--- config.mk ---
export PLATFORM = sky130hd
export DESIGN_NAME = dat_mem_arbiter
export DESIGN_NICKNAME = d
export VERILOG_FILES = /design/src/rtl/dat_mem_arbiter.sv
export SDC_FILE = /design/constraint.sdc
export NUM_CORES = 1
export LEC_CHECK = 0
export ABC_AREA = 1
export CAP_MARGIN = 30
export CORE_ASPECT_RATIO = 0.5
export CORE_UTILIZATION = 42
export DETAILED_ROUTE_END_ITERATION = 10
export PLACE_DENSITY = 0.83
export SYNTH_ARGS = -nofsm -noshare
export SYNTH_HDL_FRONTEND = slang
export SYNTH_SLANG_ARGS = --single-unit
--- constraint.sdc ---
create_clock -name clk -period 2.5 [get_ports clk]
set_input_delay 0.5 -clock clk [delete_from_list [all_inputs] [get_ports clk]]
set_output_delay 0.5 -clock clk [all_outputs]
set_load 0.1 [all_outputs]
--- src/rtl/dat_mem_arbiter.sv ---
// +----------------------------------------------------------------------------+
// | Module : dat_mem_arbiter                                                   |
// | Two-port burst arbiter/sequencer for the 256x8 single-port data memory.    |
// | Optional: DAT_MEM_ARB_FIXED_PRIO_EN selects fixed priority (port 0 wins).  |
// | Rev    : 1.0                                                               |
// +----------------------------------------------------------------------------+
`default_nettype none

module dat_mem_arbiter #(
    parameter int AW = 8,
    parameter int DW = 8,
    parameter int LW = 4
) (
    input  logic          clk,
    input  logic          rst_n,
    input  logic          req0,
    input  logic          req1,
    input  logic          we0,
    input  logic          we1,
    input  logic [AW-1:0] addr0,
    input  logic [AW-1:0] addr1,
    input  logic [LW-1:0] len0,
    input  logic [LW-1:0] len1,
    input  logic [DW-1:0] wdat0,
    input  logic [DW-1:0] wdat1,
    output logic          ack0,
    output logic          ack1,
    output logic          wstb0,
    output logic          wstb1,
    output logic          rvalid0,
    output logic          rvalid1,
    output logic [DW-1:0] rdat0,
    output logic [DW-1:0] rdat1,
    output logic          done0,
    output logic          done1,
    output logic [AW-1:0] mem_addr,
    output logic [DW-1:0] mem_din,
    output logic          mem_wr_en,
    input  logic [DW-1:0] mem_dout
);

    typedef enum logic [0:0] {
        S_IDLE = 1'b0,
        S_BUSY = 1'b1
    } state_t;

    state_t        state_q,    state_d;
    logic          owner_q,    owner_d;
    logic          cur_we_q,   cur_we_d;
    logic [AW-1:0] cur_addr_q, cur_addr_d;
    logic [LW-1:0] cnt_q,      cnt_d;
    logic          ack0_q,     ack0_d;
    logic          ack1_q,     ack1_d;
    logic          rvalid0_q,  rvalid0_d;
    logic          rvalid1_q,  rvalid1_d;
    logic          done0_q,    done0_d;
    logic          done1_q,    done1_d;
    logic [DW-1:0] rdat_q,     rdat_d;
    logic          pick1;

`ifdef DAT_MEM_ARB_FIXED_PRIO_EN
    assign pick1 = req1 & ~req0;
`else
    logic last_q, last_d;

    // On a tie the port that was not served last wins.
    assign pick1 = req1 & (~req0 | ~last_q);

    always_ff @(posedge clk or negedge rst_n) begin
        if (!rst_n) begin
            last_q <= 1'b1;
        end else begin
            last_q <= last_d;
        end
    end
`endif

    always_comb begin
        state_d    = state_q;
        owner_d    = owner_q;
        cur_we_d   = cur_we_q;
        cur_addr_d = cur_addr_q;
        cnt_d      = cnt_q;
        ack0_d     = 1'b0;
        ack1_d     = 1'b0;
        rvalid0_d  = 1'b0;
        rvalid1_d  = 1'b0;
        done0_d    = 1'b0;
        done1_d    = 1'b0;
        rdat_d     = rdat_q;
        mem_wr_en  = 1'b0;
        mem_din    = '0;
        wstb0      = 1'b0;
        wstb1      = 1'b0;
`ifndef DAT_MEM_ARB_FIXED_PRIO_EN
        last_d     = last_q;
`endif
        case (state_q)
            S_IDLE: begin
                if (req0 || req1) begin
                    owner_d    = pick1;
                    cur_we_d   = pick1 ? we1   : we0;
                    cur_addr_d = pick1 ? addr1 : addr0;
                    cnt_d      = pick1 ? len1  : len0;
                    ack0_d     = ~pick1;
                    ack1_d     = pick1;
                    state_d    = S_BUSY;
                end
            end
            S_BUSY: begin
                mem_wr_en = cur_we_q;
                mem_din   = owner_q ? wdat1 : wdat0;
                wstb0     = cur_we_q & ~owner_q;
                wstb1     = cur_we_q & owner_q;
                if (!cur_we_q) begin
                    rdat_d    = mem_dout;
                    rvalid0_d = ~owner_q;
                    rvalid1_d = owner_q;
                end
                cur_addr_d = cur_addr_q + AW'(1);
                cnt_d      = cnt_q - LW'(1);
                if (cnt_q == '0) begin
                    state_d = S_IDLE;
                    done0_d = ~owner_q;
                    done1_d = owner_q;
`ifndef DAT_MEM_ARB_FIXED_PRIO_EN
                    last_d  = owner_q;
`endif
                end
            end
            default: state_d = S_IDLE;
        endcase
    end

    always_ff @(posedge clk or negedge rst_n) begin
        if (!rst_n) begin
            state_q    <= S_IDLE;
            owner_q    <= 1'b0;
            cur_we_q   <= 1'b0;
            cur_addr_q <= '0;
            cnt_q      <= '0;
            ack0_q     <= 1'b0;
            ack1_q     <= 1'b0;
            rvalid0_q  <= 1'b0;
            rvalid1_q  <= 1'b0;
            done0_q    <= 1'b0;
            done1_q    <= 1'b0;
            rdat_q     <= '0;
        end else begin
            state_q    <= state_d;
            owner_q    <= owner_d;
            cur_we_q   <= cur_we_d;
            cur_addr_q <= cur_addr_d;
            cnt_q      <= cnt_d;
            ack0_q     <= ack0_d;
            ack1_q     <= ack1_d;
            rvalid0_q  <= rvalid0_d;
            rvalid1_q  <= rvalid1_d;
            done0_q    <= done0_d;
            done1_q    <= done1_d;
            rdat_q     <= rdat_d;
        end
    end

    assign mem_addr = cur_addr_q;
    assign ack0     = ack0_q;
    assign ack1     = ack1_q;
    assign rvalid0  = rvalid0_q;
    assign rvalid1  = rvalid1_q;
    assign done0    = done0_q;
    assign done1    = done1_q;
    assign rdat0    = rdat_q;
    assign rdat1    = rdat_q;

endmodule

`default_nettype wire

### After elaboration in Yosys (flattened, before gate mapping)

Index checks and enable logic that the tools add are counted.
W data, S select, Z words.

| operators by class | value |
|---|---|
| $add $sub $neg | 2 |
| equality and inequality tests | 1 |
| reductions and logical operators | 5 |
| bitwise logic cells | 10 |
| mux-type cells | 27 |

Operators with widths:

| kind | number |
|---|---|
| $mux W8 | 4 |
| $mux W1 | 18 |
| $pmux W8 S2 | 1 |
| $add A8 B1 Y8 const B | 1 |
| $mux W4 | 2 |
| $pmux W4 S2 | 1 |
| $not A1 Y1 | 6 |
| $reduce_and A2 Y1 | 3 |
| $logic_not A4 Y1 | 1 |
| $sub A4 B1 Y4 const B | 1 |
| $and A1 B1 Y1 | 3 |
| $ne A2 B2 Y1 const B | 1 |
| $pmux W1 S2 | 1 |
| $logic_or A1 B1 Y1 | 1 |
| $or A1 B1 Y1 | 1 |

| word-level totals | value |
|---|---|
| bits of input ports | 54 |
| logic and storage cells | 58 |
| output and inout port bits | 41 |
| bits in registers | 30 |

### Depth between registers and ports, before layout

| depth | value |
|---|---|
| word-level depth | 6 |
| depth in mapped cells | 7 |
| gate-level depth less buffers | 7 |

### Worst setup path after synthesis

OpenSTA, ideal clock, no wires.

| path | value |
|---|---|
| path type | reg2out |
| start point | register state_q |
| end point | output port mem_din[0] |
| buffers on the path | 2 |
| stages on the path, launching flop included | 5 |
| required time | 2000 ps |
| slack | -69 ps |
| arrival time | 2069 ps |
| cells stage by stage | dfrtp_1 -> buf_4 -> clkbuf_1 -> o21ai_0 -> nor2_1 |

| on the way | value |
|---|---|
| word-level cells in the longest chain between the ends | 1 |

Ends and longest elaborated chain:

| item | line | source |
|---|---|---|
| start, declared | 47 | `state_t state_q, state_d;` |
| start signal, assigned | 150 | `state_q <= state_d;` |
| $mux W8 | 98 | `case (state_q)` |
| end, declared | 37 | `output logic [DW-1:0] mem_din,` |

Every way passes these cells.

### Worst setup path after layout

| path | value |
|---|---|
| start point | register owner_q |
| end point | output port mem_din[2] |

| on the way | value |
|---|---|
| word-level cells in the longest chain between the ends | 2 |

Ends and longest elaborated chain:

| item | line | source |
|---|---|---|
| start, declared | 48 | `logic owner_q, owner_d;` |
| start signal, assigned | 151 | `owner_q <= owner_d;` |
| $mux W8 | 112 | `mem_din = owner_q ? wdat1 : wdat0;` |
| $mux W8 | 98 |  |

Every way passes these cells.

==> out/qor.yml <==
fmax_mhz: 474
path_cells: "inv_1, nor2_1, nor2_2, buf_12"
ys_types: 32
worst_hold_startpoint: "last_q"
synth.area.top_cells: "dfrtp_1 41%, nor2_1 9.4%, nand2_1 8.8%, mux2_2 5.1%, nand3_1 4.6%"
reg2reg_from: "state_q"
synth-compound-area-share_pct: 10.2
n_antenna_cell: 0
path_max_fanout: 13
multi_input_combinational_cell_area_um2: 835
drtPass1Iterations: 5
maxSlewHeadroom_pct: 74.1
finalClockSkew_ns: 0.00441
critPathCaptureType: "output port"
detail_route.wirelength.met1_mm: 1.87
via_count: 1777
cts.hold.buffers_added: 0
ff2ff_setup_slack_ns: 0.88
synthesis.yosys.warnings: 0
post_dp_cell_area_mm2: 0.00271
grt_pass1_vias: 1570
fp.dieH_um: 47.7
length_in_cells_of_the_worst_reg_to_reg_path: 6
synth-xor-area-share_pct: 0
area_growth_pct: 60.5
post_cts_buffers: 0
routed_wirelength_mm: 4.53
yosysSeqAreaShare_pct: 43.0
worst-setup-path-type: "flip-flop to output port"
timing.critical_path.buf_inv: 2
met3RoutedLength_um: 346
final.min_clock_period_ns: 2.11
initial_core_util_pct: 44.4
cp.required_ns: 2.00
outcome: "completed"
number_of_fillers_in_the_final_layout: 278
final_period_util_pct: 84.5
rsz_0062_raised_after_global_routing: "no"
crit-reg2reg-capture: "cnt_q[1]"
cp_top_family: "buffers and inverters"
post_synth_fa_ha_maj_area_fraction_pct: 2.14
crit_path_max_incr_delay_ns: 0.49
row_count: 16
number_of_buffers_inserted_during_clock_tree_synthesis: 5
netlist_area_mm2: 0.00175
synth_simple_gate_area_share_pct: 29.1
clockRootBuffer: "clkbuf_8"
cts_tree: "done"
grt_overflow_total: 0
min-delay-path-class: "flip-flop to flip-flop"
post_cts_resized: 0
post_drt_wl_per_cell_um: 12.5
path_clk_slew_ns: 0.06
postSynthCellCount: 219
place_hpwl_mm: 3.50
detailroute.wirelength.met2_mm: 2.26
mappedNetlistNets: 276
grt_usage_pct: 21.3
drcViolationCount: 0
multiplexer_share_of_the_synthesized_area_pct: 5.15
cp_data_arrival_time_ns: 1.61
finish.net_count: 364
clkLatencyLatePin_ns: 0.29
ff_latch_area_um2: 752
design_area_mm2: 0.00281
ys_seq_elements: 30
ioPinCount: 95
maximum_number_of_pins_on_one_net_before_global_route_repair: 31
worst_slew_pin_slew_ns: 0.388
whs_endpoint: "last_q"
synth_top_area_cell: "dfrtp_1"
die_area_mm2: 0.00445
wire_length_of_the_first_global_routing_pass_mm: 7.05
chipWidth_um: 93.3
finalHoldViolations: 0
synth_top_area_share_pct: 41.5
timing.final.setup_violations: 0
final_core_utilization_pct: 71.2
slew_violations: 0
max_cap_viol_count: 0
timing.critical_path.slowest_stage_cell: "dfrtp_1"
combinational_family_with_the_most_area_after_synthesis: "simple AND/OR/NAND/NOR gates"
place.gp.congestion: 0.845
htree_levels: 2
detail_route.iter0.violations: 83
core_area_mm2: 0.00394
detail-route-antenna-nets: 0
clk_path_buf_depth: 2
number_of_antenna_violations_at_the_first_check_in_global_routing: 0
min_path_cells: 2
fraction_of_layout_cells_with_a_size_suffix_above_1_pct: 26.6
maxUsedRoutingLayer: "met4"
io_buffers: 94
avgSynthCellArea_um2: 7.99
numClockSinks: 30
crit_path_start_kind: "flip-flop"
vias_per_cell: 4.91
[flip-flops by register name (all words and copies together), names as in the netlist]
signal,cells
ack0,1
ack1,1
cnt_q,4
cur_we_q,1
done0,1
done1,1
last_q,1
mem_addr,8
owner_q,1
rdat0,8
rvalid0,1
rvalid1,1
state_q,1
[layout make-up]
cell class / instances / share of cell area, %
tap: 54 / 2.41
multi-input combinational: 156 / 29.7
sequential: 30 / 26.8
clock inverter: 2 / 0.445
inverter: 18 / 2.45
timing repair buffer: 96 / 35.3
clock buffer: 6 / 2.94
[placed cells by master, fill, tap and decap left out, types with 2 or more instances in the layout]
cell type and instances:
o21ai_2 2, nand3b_1 2, mux2_2 8, a21oi_1 8
o21ai_0 13, dfrtp_1 29, nor2_2 9, nor3_1 2
buf_12 11, clkinv_2 2, buf_4 32, inv_1 15
nand3_1 16, nand2_4 2, nand2_2 3, ha_1 3
inv_2 2, clkdlybuf4s50_1 53, clkbuf_8 6, nand2_1 41
o22ai_1 3, nor2_1 36
[synth_stat cells, drive strengths merged]
library cell / instances
a21oi: 9
a31oi: 1
buf: 12
clkbuf: 3
clkinv: 1
dfrtp: 29
dfstp: 1
ha: 3
inv: 17
mux2: 8
nand2: 46
nand3: 16
nand3b: 2
nand4: 1
nor2: 47
nor3: 2
o21ai: 16
o21bai: 1
o22ai: 3
o2bb2ai: 1
[worst min-delay path: cells and delay by family, from the launching register on]
family             cells  cell delay [ns]
DFF                    1             0.38
and+or+nand+nor        1             0.05
AOI/OAI and AO/OA      1             0.07
[kinds of logic (layout without fill, tap and decap cells)]
group,count (synthesis),count (layout)
AOI/OAI and AO/OA,31,31
adders and majority gates,3,3
buffers and inverters,33,122
DFF,30,30
muxes,8,8
and+or+nand+nor,114,114
[stage by stage]
stage                     setup TNS, ns  cells  setup slack, ns  hold slack [ns]
after floorplan                  -0.134    219          -0.0668            0.204
after CTS                             0    362            0.352            0.515
after global routing                  0    362            0.250            0.530
after detailed placement              0    354            0.496            0.506
final                                 0    362            0.388            0.513
after global placement                0    354            0.551            0.491
[routing by layer]
metal / up-vias / global-route usage, %
li1: 880 / -
met1: 812 / 25.1
met2: 77 / 39.3
met3: 8 / 5.24
met4: 0 / 8.92
met5: - / 0
[worst max path at each step]
stage	from	endpoint	slack [ns]	cells past startpoint
floorplan	state_q	wstb0	-0.07	4
global placement	req0	mem_addr[4]	0.55	8
detailed placement	req0	mem_addr[4]	0.50	8
CTS	owner_q	mem_din[2]	0.35	4
global route	owner_q	mem_din[2]	0.25	4
finish	owner_q	mem_din[2]	0.39	4
Power is left out: the tool's default activity adds up to more than one toggle a clock period on the data nets, which glitch-free logic cannot reach.
